## src/rtl/wb_arbiter_2m.sv

```systemverilog
// wb_arbiter_2m
//   Two-master, one-slave Wishbone classic arbiter with a bus-hang watchdog.
//   The mips32r1 instruction master (m0) and data master (m1) share a single
//   slave-side bus. The arbiter grants whole bus cycles: a master keeps the
//   grant for as long as it holds cyc. Simultaneous requests from idle are
//   resolved round-robin. A transfer whose strobe stalls for TIMEOUT cycles is
//   terminated with a synthesized err.
//
// Ports
//   wb_clk_i, wb_rst_n_i        bus clock, asynchronous active-low reset
//   m0_*_i / m1_*_i             master request side (adr, dat, sel, we, cyc, stb)
//   m0_*_o / m1_*_o             master response side (dat, ack, err)
//   s_*_o                       muxed request toward the slave
//   s_dat_i, s_ack_i, s_err_i   slave response
//   grant_o                     one-hot registered grant {m1,m0}, 00 when idle
//
// Parameters
//   AW, DW     address / data width (sel width is DW/8)
//   TO_W       watchdog counter width
//   TIMEOUT    stalled-strobe cycles before a synthesized err, 0 disables.
//              Must be below 2**TO_W.
module wb_arbiter_2m #(
  parameter int AW      = 32,
  parameter int DW      = 32,
  parameter int TO_W    = 8,
  parameter int TIMEOUT = 255
) (
  input  logic            wb_clk_i,
  input  logic            wb_rst_n_i,
  input  logic [AW-1:0]   m0_adr_i,
  input  logic [DW-1:0]   m0_dat_i,
  input  logic [DW/8-1:0] m0_sel_i,
  input  logic            m0_we_i,
  input  logic            m0_cyc_i,
  input  logic            m0_stb_i,
  output logic [DW-1:0]   m0_dat_o,
  output logic            m0_ack_o,
  output logic            m0_err_o,
  input  logic [AW-1:0]   m1_adr_i,
  input  logic [DW-1:0]   m1_dat_i,
  input  logic [DW/8-1:0] m1_sel_i,
  input  logic            m1_we_i,
  input  logic            m1_cyc_i,
  input  logic            m1_stb_i,
  output logic [DW-1:0]   m1_dat_o,
  output logic            m1_ack_o,
  output logic            m1_err_o,
  output logic [AW-1:0]   s_adr_o,
  output logic [DW-1:0]   s_dat_o,
  output logic [DW/8-1:0] s_sel_o,
  output logic            s_we_o,
  output logic            s_cyc_o,
  output logic            s_stb_o,
  input  logic [DW-1:0]   s_dat_i,
  input  logic            s_ack_i,
  input  logic            s_err_i,
  output logic [1:0]      grant_o
);

  typedef enum logic [1:0] {
    IDLE = 2'd0,
    GNT0 = 2'd1,
    GNT1 = 2'd2
  } state_t;

  localparam logic [TO_W-1:0] LP_TIMEOUT = TO_W'(TIMEOUT);
  localparam logic [TO_W-1:0] LP_MAX     = {TO_W{1'b1}};

  state_t          r_state;
  state_t          w_nextState;
  // r_last = 1 means m1 was granted most recently, so m0 wins the next tie.
  logic            r_last;
  logic [TO_W-1:0] r_wdCnt;
  logic [TO_W-1:0] w_wdCntNext;
  logic            w_act0;
  logic            w_act1;
  logic            w_active;
  logic            w_stbMux;
  logic            w_wdErr;

  // A master is only connected through while it is granted and still holds
  // cyc; the release cycle therefore presents an idle bus to the slave and a
  // late slave ack in that cycle reaches nobody.
  assign w_act0   = (r_state == GNT0) && m0_cyc_i;
  assign w_act1   = (r_state == GNT1) && m1_cyc_i;
  assign w_active = w_act0 || w_act1;

  // Read data is broadcast unqualified; ack/err tell each master when it is valid.
  assign m0_dat_o = s_dat_i;
  assign m1_dat_o = s_dat_i;

  assign grant_o = {r_state == GNT1, r_state == GNT0};

  // Next-state selection and the request-side multiplexer. From IDLE a tie
  // goes to the master that was not granted last. On release the grant hands
  // straight over to a waiting master without passing through IDLE.
  always_comb begin
    w_nextState = r_state;
    s_adr_o     = '0;
    s_dat_o     = '0;
    s_sel_o     = '0;
    s_we_o      = 1'b0;
    s_cyc_o     = 1'b0;
    w_stbMux    = 1'b0;
    case (r_state)
      IDLE: begin
        if (m0_cyc_i && m1_cyc_i) begin
          w_nextState = r_last ? GNT0 : GNT1;
        end else if (m0_cyc_i) begin
          w_nextState = GNT0;
        end else if (m1_cyc_i) begin
          w_nextState = GNT1;
        end
      end
      GNT0: begin
        if (!m0_cyc_i) begin
          w_nextState = m1_cyc_i ? GNT1 : IDLE;
        end
      end
      GNT1: begin
        if (!m1_cyc_i) begin
          w_nextState = m0_cyc_i ? GNT0 : IDLE;
        end
      end
      default: w_nextState = IDLE;
    endcase
    if (w_act0) begin
      s_adr_o  = m0_adr_i;
      s_dat_o  = m0_dat_i;
      s_sel_o  = m0_sel_i;
      s_we_o   = m0_we_i;
      s_cyc_o  = 1'b1;
      w_stbMux = m0_stb_i;
    end else if (w_act1) begin
      s_adr_o  = m1_adr_i;
      s_dat_o  = m1_dat_i;
      s_sel_o  = m1_sel_i;
      s_we_o   = m1_we_i;
      s_cyc_o  = 1'b1;
      w_stbMux = m1_stb_i;
    end
  end

  // The watchdog fires when the stalled-strobe count reaches TIMEOUT. In that
  // cycle the strobe is withdrawn from the slave so the aborted transfer cannot
  // complete behind the master's back, and err is reported instead.
  assign w_wdErr = (TIMEOUT != 0) && w_active && w_stbMux && (r_wdCnt == LP_TIMEOUT);
  assign s_stb_o = w_stbMux && !w_wdErr;

  // Slave err takes priority over a simultaneous ack.
  assign m0_ack_o = w_act0 && s_ack_i && !s_err_i && !w_wdErr;
  assign m0_err_o = w_act0 && (s_err_i || w_wdErr);
  assign m1_ack_o = w_act1 && s_ack_i && !s_err_i && !w_wdErr;
  assign m1_err_o = w_act1 && (s_err_i || w_wdErr);

  // Watchdog count: cleared whenever no master is connected (idle, release or
  // handover cycles) and on any termination; saturates instead of wrapping.
  always_comb begin
    w_wdCntNext = r_wdCnt;
    if (!w_active || w_wdErr || s_ack_i || s_err_i) begin
      w_wdCntNext = '0;
    end else if (s_stb_o && (r_wdCnt != LP_MAX)) begin
      w_wdCntNext = r_wdCnt + TO_W'(1);
    end
  end

  // State, round-robin history and watchdog registers.
  always_ff @(posedge wb_clk_i or negedge wb_rst_n_i) begin
    if (!wb_rst_n_i) begin
      r_state <= IDLE;
      r_last  <= 1'b1;
      r_wdCnt <= '0;
    end else begin
      r_state <= w_nextState;
      r_wdCnt <= w_wdCntNext;
      if (w_nextState == GNT0 && r_state != GNT0) begin
        r_last <= 1'b0;
      end else if (w_nextState == GNT1 && r_state != GNT1) begin
        r_last <= 1'b1;
      end
    end
  end

endmodule

```

## config.mk

```make
export PLATFORM = sky130hd
export DESIGN_NAME = wb_arbiter_2m
export DESIGN_NICKNAME = d
export VERILOG_FILES = /design/src/rtl/wb_arbiter_2m.sv
export SDC_FILE = /design/constraint.sdc
export NUM_CORES = 1
export LEC_CHECK = 0
export BUFFER_PORTS_ARGS = -buffer_cell sky130_fd_sc_hd__clkbuf_2
export CAP_MARGIN = 15
export CORE_AREA = 2 2 124 126
export DETAILED_ROUTE_END_ITERATION = 10
export DIE_AREA = 0 0 126 128
export PLACE_DENSITY = 0.48
export SLEW_MARGIN = 20
export SYNTH_ARGS = -nofsm -noshare
export SYNTH_HDL_FRONTEND = slang
export SYNTH_SLANG_ARGS = --single-unit
```

## constraint.sdc

```tcl
create_clock -name wb_clk_i -period 3.45 [get_ports wb_clk_i]
set_clock_uncertainty 0.2 [all_clocks]
set_input_delay 0 -clock wb_clk_i [delete_from_list [all_inputs] [get_ports wb_clk_i]]
set_output_delay 0 -clock wb_clk_i [all_outputs]
set_load 0.02 [all_outputs]
```

# Word-level counts from Yosys, hierarchy flattened
# Index checks and enable logic that the tools add are counted.
[totals] ff_bits=11 out_inout_bits=141 wordCells=65
[classes] mux=25 n_reduce_logical=28 n_eq_ne=8 n_addsub=1
[op_table] cell="32-bit two-way mux" n=4
[op_table] cell="1-bit logical AND" n=17
[op_table] cell="8-bit two-way mux" n=2
[op_table] cell="2-bit two-way mux" n=7
[op_table] cell="1-bit two-way mux" n=9
[op_table] cell="8-bit by 1-bit adder with 8-bit output (second input constant)" n=1
[op_table] cell="8-bit == test (second input constant)" n=1
[op_table] cell="4-bit two-way mux" n=2
[op_table] cell="8-bit inequality test (second input constant)" n=1
[op_table] cell="2-bit one-hot mux with 3 select lines" n=1
[op_table] cell="1-bit logical OR" n=5
[op_table] cell="2-bit by 1-bit == test with 1-bit output (second input constant)" n=2
[op_table] cell="2-bit == test (second input constant)" n=2
[op_table] cell="2-bit nonzero test" n=2
[op_table] cell="1-bit zero test" n=3
[op_table] cell="2-bit zero test" n=1
[op_table] cell="2-bit by 1-bit inequality test with 1-bit output (second input constant)" n=1
[op_table] cell="2-bit inequality test (second input constant)" n=1

# Longest topological paths before layout
# Gate-level depths: netlist of the first run.
[depth] depth_word=11 ltp_mapped=6

# Least setup slack after synthesis of the first run
# No wires, ideal clock.
[synth_timing] path_kind="flip-flop to flip-flop" from="register r_state[0]" to="register r_wdCnt[2]" arrival_time_ns=1.533 stages_incl_launch_ff=6 path_slack_ns=1.636 n_path_buf=1 path_cell_list="dfrtp_1 buf_4 and4b_1 or2_4 a2111o_1 nor3_2"
[synth_via] elab_chain_len=10 elab_cells_between_ends=18 classes_between="eq/ne (2); mux (3); reduce/logical (13)"
[synth_rtl] element="start: declaration" line="69" source="state_t r_state;"
[synth_rtl] element="start signal: assignment" line="174" source="r_state <= w_nextState;"
[synth_rtl] element="2-bit == test" line="85" source="assign w_act1 = (r_state == GNT1) && m1_cyc_i;"
[synth_rtl] element="1-bit logical AND" line="85"
[synth_rtl] element="1-bit two-way mux" line="134" source="end else if (w_act1) begin"
[synth_rtl] element="1-bit two-way mux" line="127" source="if (w_act0) begin"
[synth_rtl] element="1-bit logical AND (2 in series)" line="147" source="assign w_wdErr = (TIMEOUT != 0) && w_active && w_stbMux && (r_wdCnt == LP_TIMEOUT);"
[synth_rtl] element="1-bit logical OR or 1-bit zero test (tied branches)" line="160, 148"
[synth_rtl] element="1-bit logical OR or 1-bit logical AND (tied branches)" line="160, 148"
[synth_rtl] element="1-bit logical OR or 1-bit logical AND (tied branches)" line="160, 162"
[synth_rtl] element="8-bit two-way mux or 2-bit nonzero test (tied branches)"
[synth_rtl] element="end signal: assignment" line="175" source="r_wdCnt <= w_wdCntNext;"
[synth_rtl] element="end: declaration" line="73" source="logic [TO_W-1:0] r_wdCnt;"
# Several ways; a longest one is shown, not always the timed one.
# A chain may end at the register's enable or synchronous reset.

# Worst setup path after layout of the first run
[layout_timing] from="register r_state[1]" to="output port s_adr_o[5]"
[layout_via] elab_chain_len=4 elab_cells_between_ends=6 classes_between="eq/ne (2); mux (2); reduce/logical (2)"
[layout_rtl] element="2-bit == test" line="85"
[layout_rtl] element="1-bit logical AND" line="85"
[layout_rtl] element="32-bit two-way mux" line="134"
[layout_rtl] element="32-bit two-way mux (*)" line="127"
[layout_rtl] element="end: declaration" line="48" source="output logic [AW-1:0] s_adr_o,"
# Every way passes the cells marked *; elsewhere a longest branch is shown, timed or not.

==> impl_metrics.toml, run 1 <==
[global_route]
first_global_vias = 2321
grt.total_usage_pct = 8.924
grt_antenna_before_repair = 0
wire_length_of_the_first_global_routing_pass_um = 11500
grt_start_max_net_pins = 52
gr-total-overflow = 0

[hold_path]
min-delay-path-class = "in -> async"

[logic_synthesis]
register_bit_count_reported_by_yosys = 11
ys_types = 31
synthesis.area_um2 = 1800
yosys_most_used_dff = "sky130_fd_sc_hd__dfrtp_1"
syn_nets = 401
synth-seq-area-share_pct = 15.36
synth_area_per_cell_um2 = 8.110
post_synth_inst_count = 222
async_flop_share_pct = 100.0
yosys_warnings = 0
synth-edff-count = 0

[cts]
cts-root-to-sink-buffers = 2
post-cts-setup-buffers = 0
root_buffer = "sky130_fd_sc_hd__clkbuf_16"
cts.htree.levels = 1
cts_num_sinks = 11
clkTransAtPathRegs_ns = 0.04
insertion_delay_of_the_later_clocked_pin_in_the_worst_skew_pair_ns = 0.24
post_cts_resized = 0
numCtsBuffers = 3
tritoncts_clock_tree = "done"

[pwr]
peakVddDrop_v = 0.0001600
power.switching_mw = 0.3821
seqPwrFrac_pct = 16.7
power.clock.fraction_pct = 24.0
power.switching_fraction_pct = 43.03
cellPowerDensity_nw_per_um2 = 290.1
cell_internal_pwr_mw = 0.5058
power.combinational.fraction_pct = 59.4
power_leakage_nw = 1.677

[sta]
slew-limit-headroom_pct = 34.14
tightest_slew_ns = 0.9878
rsz_0062_raised_after_global_routing = "false"
totalNegativeSetupSlack_ns = 0
postLayoutSetupSlackWorst_ns = 0.9541
layout_worst_path_cycle_share_pct = 72.34
hold_viol_final = 0
setup_viol_count_final = 0
final_slew_violations = 0
max_freq_mhz = 400.7
post_layout_min_period_ns = 2.496

[cells_and_area]
layout.cells.most_common_list = "sky130_fd_sc_hd__clkbuf_2, sky130_fd_sc_hd__a22o_1, sky130_fd_sc_hd__dlygate4sd3_1"
non_filler_cell_area_final_um2 = 3060
layout.cells.non_filler = 593
multiInputGateArea_um2 = 958.4
n_fill_cell = 1671
antennaDiodeCount = 0
areaGrowthSynthToFinish_pct = 69.98
nets = 585
finalCoreUtilization_pct = 20.59
drive_gt1_share_pct = 57.78
mostFrequentLayoutCell = "sky130_fd_sc_hd__clkbuf_2"
ff_latch_area_um2 = 276.5

[placed_design]
gp_congestion = 0.7707
placed_wire_length_estimate_after_detailed_placement_um = 6833
dp_worst_setup_slack_ns = 1.202
placedCellCount = 552
port_bufs = 222
placedInstanceArea_um2 = 2611

[worst_setup_path]
crit_path_end_kind = "primary output"
cp.buffers_inverters = 2
timing.critical_path.from_type = "register"
cp_data_required_time_ns = 3.25
worst_ep_arrival_time_ns = 2.30
worst-path-max-fanout = 51
cpLargestDelayFamily = "buffers and inverters"
max_stage_delay_ns = 0.54
worstPathCellList = "and3b_2 > buf_4 > a22o_1 > clkbuf_2"
critical_path_class = "reg -> out"
crit_path_top_delay_cell = "sky130_fd_sc_hd__and3b_2"

[floorplanning]
io_pins = 319
row_count = 45
die_width_um = 126
core_area_um2 = 14860
die_area_um2 = 16130
floorplan.initialDensity_pct = 12.11
fp.dieH_um = 128

[drt]
postRouteAntennaNets = 0
count_of_tritonroute_iterations_in_the_first_routing_pass = 4
drt_wl_total_um = 8352
dr.first_iter.drc_count = 89
num_vias = 2497
vias_per_cell = 4.211
drc = 0
routed_wire_length_per_instance_um = 14.08

[outcome]
outcome = "complete, no violations"

[job]
drv.max_cap_violation_count = 0
[worst paths after layout]
check / startpoint / end / slack (ns) / cells past startpoint
max: r_state[1] / s_adr_o[5] / 0.95 / 4
min: wb_rst_n_i / r_last / 0.06 / 2
max reg2reg: r_state[0] / r_wdCnt[4] / 1.29 / 4
min reg2reg: r_last / r_last / 0.34 / 2
max in group asynchronous: wb_rst_n_i / r_state[0] / 2.10 / 3
min in group wb_clk_i: s_err_i / r_wdCnt[3] / 0.07 / 3
[through the flow]
step / total power [mW] / hold WS (ns)
final: 0.8878 / 0.05523
after global routing: 0.9347 / 0.08950
after CTS: 0.8920 / 0.05498
after detailed placement: 0.5838 / -0.3044
after global placement: 0.5800 / -0.3102
after floorplan: 0.5046 / -0.4956
[state kept, by name, indices dropped and copies added (netlist names)]
signal   flops
r_last       1
r_wdCnt      8
r_state      2
[per-layer routing]
metal / part of all wire (%) / up-vias / global-route usage, %
met5: 0 / - / 0
met2: 55 / 206 / 17.93
li1: - / 1140 / -
met4: 2.4 / 0 / 3.038
met1: 33 / 1137 / 9.022
met3: 10 / 14 / 1.878
[what timing repair did]
action                                  4_1_cts  5_1_grt
hold buffers                                 37        0
endpoints found under the setup margin        0        0
hold endpoints to repair                     78        0
[area by class of cell]
class	instances	share of cell area, %
tap	188	7.686
sequential	11	9.035
timing repair buffer	261	48.90
clock buffer	4	2.576
multi-input combinational	125	31.32
inverter	4	0.4906
[power by group through the flow]
| stage | logic [mW] | registers, mW | clock network (mW) |
|---|---|---|---|
| 2_1_floorplan | 0.360 | 0.144 | 0 |
| 3_3_place_gp | 0.432 | 0.148 | 0 |
| 3_5_place_dp | 0.434 | 0.150 | 0 |
| 4_1_cts | 0.530 | 0.148 | 0.214 |
| 5_1_grt | 0.563 | 0.149 | 0.222 |
| 6_report | 0.527 | 0.148 | 0.213 |
[Yosys cell counts (2+ instances only)]
cell type,number,area (um^2)
sky130_fd_sc_hd__or4_1,3,22.52
sky130_fd_sc_hd__o31ai_1,3,22.52
sky130_fd_sc_hd__nand2_1,2,7.510
sky130_fd_sc_hd__clkbuf_1,16,60.06
sky130_fd_sc_hd__dfrtp_1,10,250.2
sky130_fd_sc_hd__o21ai_0,5,25.02
sky130_fd_sc_hd__or3_1,2,12.51
sky130_fd_sc_hd__and3_1,2,12.51
sky130_fd_sc_hd__a21oi_1,8,40.04
sky130_fd_sc_hd__nand3_1,4,20.02
sky130_fd_sc_hd__a22o_1,69,604.3
sky130_fd_sc_hd__and3b_1,2,17.52
sky130_fd_sc_hd__and4b_1,2,20.02
sky130_fd_sc_hd__inv_1,4,15.01
sky130_fd_sc_hd__nor2_1,9,33.78
sky130_fd_sc_hd__buf_4,65,488.0
sky130_fd_sc_hd__nor2b_1,2,12.51
[logic make-up after synthesis]
| kind of cell | Yosys count | share of synthesized area, % |
|---|---|---|
| mux | 1 | 0.5560 |
| flops | 11 | 15.36 |
| fa+ha+maj | 1 | 0.6948 |
| buf+inv | 86 | 31.55 |
| xor+xnor | 1 | 0.4865 |
| simple gates | 33 | 10.98 |
| compound gates | 89 | 40.38 |
No activity file was read; power rests on OpenSTA's default activity.
==> run 2, diff against run 1 <==
- ABC_AREA: default -> 1
- PLACE_DENSITY: 0.48 -> 0.53
- clock period: 3.45 -> 2.22 ns (I/O delays scaled with it)
==> run 2 against run 1 <==
Effect of this change: non-clock buffer count is 2 higher; worst setup slack worse by 0.71 ns; sequential share of layout area is 1.2 points lower; synthesized cell count is 88% higher; critical path depth is 3 higher; critical endpoint is now s_sel_o[1]; largest power group unchanged; highest routed layer unchanged.
==> impl_metrics.toml, run 2 <==
[pwr]
power.switching_fraction_pct = 57.91
power.clock.fraction_pct = 12.5
cell_internal_pwr_mw = 1.111
power_leakage_nw = 2.207
power.switching_mw = 1.529
power.combinational.fraction_pct = 77.2
cellPowerDensity_nw_per_um2 = 750.6
seqPwrFrac_pct = 10.3
peakVddDrop_v = 0.0003732

[placed_design]
gp_congestion = 0.7385
placed_wire_length_estimate_after_detailed_placement_um = 8115
port_bufs = 222
dp_worst_setup_slack_ns = 0.4598

[cts]
cts-root-to-sink-buffers = 2
insertion_delay_of_the_later_clocked_pin_in_the_worst_skew_pair_ns = 0.24
numCtsBuffers = 3
tritoncts_clock_tree = "done"
clkTransAtPathRegs_ns = 0.04
cts.htree.levels = 1
cts_num_sinks = 11
root_buffer = "sky130_fd_sc_hd__clkbuf_16"
post-cts-setup-buffers = 0

[logic_synthesis]
post_synth_inst_count = 417
synth_top_area_share_pct = 28.95
synth-edff-count = 0
ys_types = 22
synth.area.top_cells = "sky130_fd_sc_hd__nand2_1, sky130_fd_sc_hd__buf_4, sky130_fd_sc_hd__nand3_1"
yosys_most_used_dff = "sky130_fd_sc_hd__dfrtp_1"
async_flop_share_pct = 100.0
synth-seq-area-share_pct = 12.33
synth.largest_area_cell = "sky130_fd_sc_hd__nand2_1"
syn_nets = 596
synthesis.area_um2 = 2243
register_bit_count_reported_by_yosys = 11
yosys_warnings = 0
most_numerous_cell_in_the_yosys_netlist = "sky130_fd_sc_hd__nand2_1"
synth_area_per_cell_um2 = 5.380
synth.top_cells.by_count = "sky130_fd_sc_hd__nand2_1, sky130_fd_sc_hd__nand3_1, sky130_fd_sc_hd__buf_4, sky130_fd_sc_hd__inv_1, sky130_fd_sc_hd__nor2_1"

[floorplanning]
die_width_um = 126
fp.dieH_um = 128
io_pins = 319
row_count = 45
die_area_um2 = 16130
core_area_um2 = 14860
floorplan.initialDensity_pct = 15.09

[worst_setup_path]
r2r_worst_path_depth = 9
timing.critical_path.from_type = "register"
worst_ep_arrival_time_ns = 1.77
critical_path_class = "reg -> out"
crit_path_end_kind = "primary output"
cp_data_required_time_ns = 2.02
worst-path-max-fanout = 70

[cells_and_area]
registers.top_by_ff_count = "r_wdCnt"
drive_gt1_share_pct = 40.54
areaGrowthSynthToFinish_pct = 56.78
number_of_flip_flops_under_the_largest_register_name = 8
n_fill_cell = 1744
layout.cells.most_common_list = "sky130_fd_sc_hd__clkbuf_2, sky130_fd_sc_hd__nand2_1, sky130_fd_sc_hd__nand3_1"
top_regs = "r_wdCnt (8), r_state (2), r_last (1)"
mostFrequentLayoutCell = "sky130_fd_sc_hd__clkbuf_2"
antennaDiodeCount = 0
nets = 777

[global_route]
first_global_vias = 2787
wire_length_of_the_first_global_routing_pass_um = 15110
gr-total-overflow = 0
grt.total_usage_pct = 11.67
grt_start_max_net_pins = 71
grt_antenna_before_repair = 0

[sta]
setup_viol_count_final = 0
final_slew_violations = 0
totalNegativeSetupSlack_ns = 0
hold_viol_final = 0
slew-limit-headroom_pct = 66.64
layout_worst_path_cycle_share_pct = 88.84
tightest_slew_ns = 0.4988
rsz_0062_raised_after_global_routing = "false"
post_layout_min_period_ns = 1.972
postLayoutSetupSlackWorst_ns = 0.2477
max_freq_mhz = 507.0

[hold_path]
worst_hold_path_cell_count = 6
min-delay-path-class = "in -> reg"

[outcome]
outcome = "complete, no violations"

[drt]
postRouteAntennaNets = 0
drt_wl_total_um = 10370
routed_wire_length_per_instance_um = 13.21
drc = 0
num_vias = 3137
vias_per_cell = 3.996
dr.first_iter.drc_count = 160
count_of_tritonroute_iterations_in_the_first_routing_pass = 4

[job]
drv.max_cap_violation_count = 0
==> run 2: cell count changes after synthesis, sizes merged, moves of 10 or more <==
cell	previous run	this run
a22o	69	0
buf	66	82
clkbuf	16	5
inv	4	26
nand2	2	177
nand3	4	79
nor2	9	19
==> run 2: layout make-up <==
type | count | area [um^2] | share of cell area [%]
clock buffer | 4 | 78.83 | 2.241
inverter | 26 | 97.59 | 2.775
multi-input combinational | 293 | 1285 | 36.54
sequential | 11 | 276.5 | 7.862
tap | 188 | 235.2 | 6.688
timing repair buffer | 263 | 1544 | 43.90
==> run 2: path summary, 6_finish.rpt <==
check	endpoint	start	slack, ns
max	s_sel_o[1]	r_state[1]	0.25
min	r_wdCnt[7]	s_err_i	0.00002
max reg2reg	r_wdCnt[5]	r_state[1]	0.47
min reg2reg	r_last	r_last	0.28
max in group asynchronous	r_state[1]	wb_rst_n_i	0.82
min in group asynchronous	r_last	wb_rst_n_i	0.08
==> run 2: power by group through the flow <==
stage | Sequential (mW) | Combinational [mW] | Clock (mW)
2_1_floorplan | 0.265 | 1.37 | 0
3_3_place_gp | 0.273 | 1.93 | 0
3_5_place_dp | 0.274 | 1.93 | 0
4_1_cts | 0.271 | 2.08 | 0.338
5_1_grt | 0.279 | 2.24 | 0.351
6_report | 0.272 | 2.04 | 0.330
==> run 2: repair_timing <==
action	in CTS	in global routing
hold buffers	35	0
gates resized for setup	0	0
endpoints found under the hold margin	76	0
==> run 2: cell families (layout without fill, tap and decap cells) <==
family                     Yosys count  count (layout)  synth area share [%]
AOI/OAI and AO/OA                    9               9                 2.007
adders and majority gates            1               1                0.5576
buffers and inverters              113             293                 30.62
DFF                                 11              11                 12.33
and+or+nand+nor                    283             283                 54.49
==> run 2: layer usage <==
metal,GRT usage [%],wire length (um),up-vias
met1,15.50,4422,1370
li1,-,-,1605
met2,20.30,5136,156
met4,1.099,63,0
met5,0,0,-
met3,2.337,745,6
==> run 2: per-stage QoR <==
stage,utilization [%],hold slack [ns],area [um^2],power (mW),std cells
floorplan,-,-0.4956,2243,1.630,417
finish,23.66,0.00002398,3517,2.640,785
detailed placement,20.77,-0.3018,3088,2.202,746
CTS,23.66,0.002812,3517,2.686,785
global route,23.66,0.03625,3517,2.867,785
global placement,20.77,-0.3013,3088,2.203,746
==> run 2: worst max-delay path: stages, from the launching register on <==
cell                       delay (ns)
sky130_fd_sc_hd__dfrtp_1         0.42
sky130_fd_sc_hd__inv_2           0.12
sky130_fd_sc_hd__nand2_1         0.09
sky130_fd_sc_hd__nor2_4          0.11
sky130_fd_sc_hd__buf_12          0.28
sky130_fd_sc_hd__nand2_1         0.08
sky130_fd_sc_hd__nand2_1         0.19
sky130_fd_sc_hd__clkbuf_2        0.22
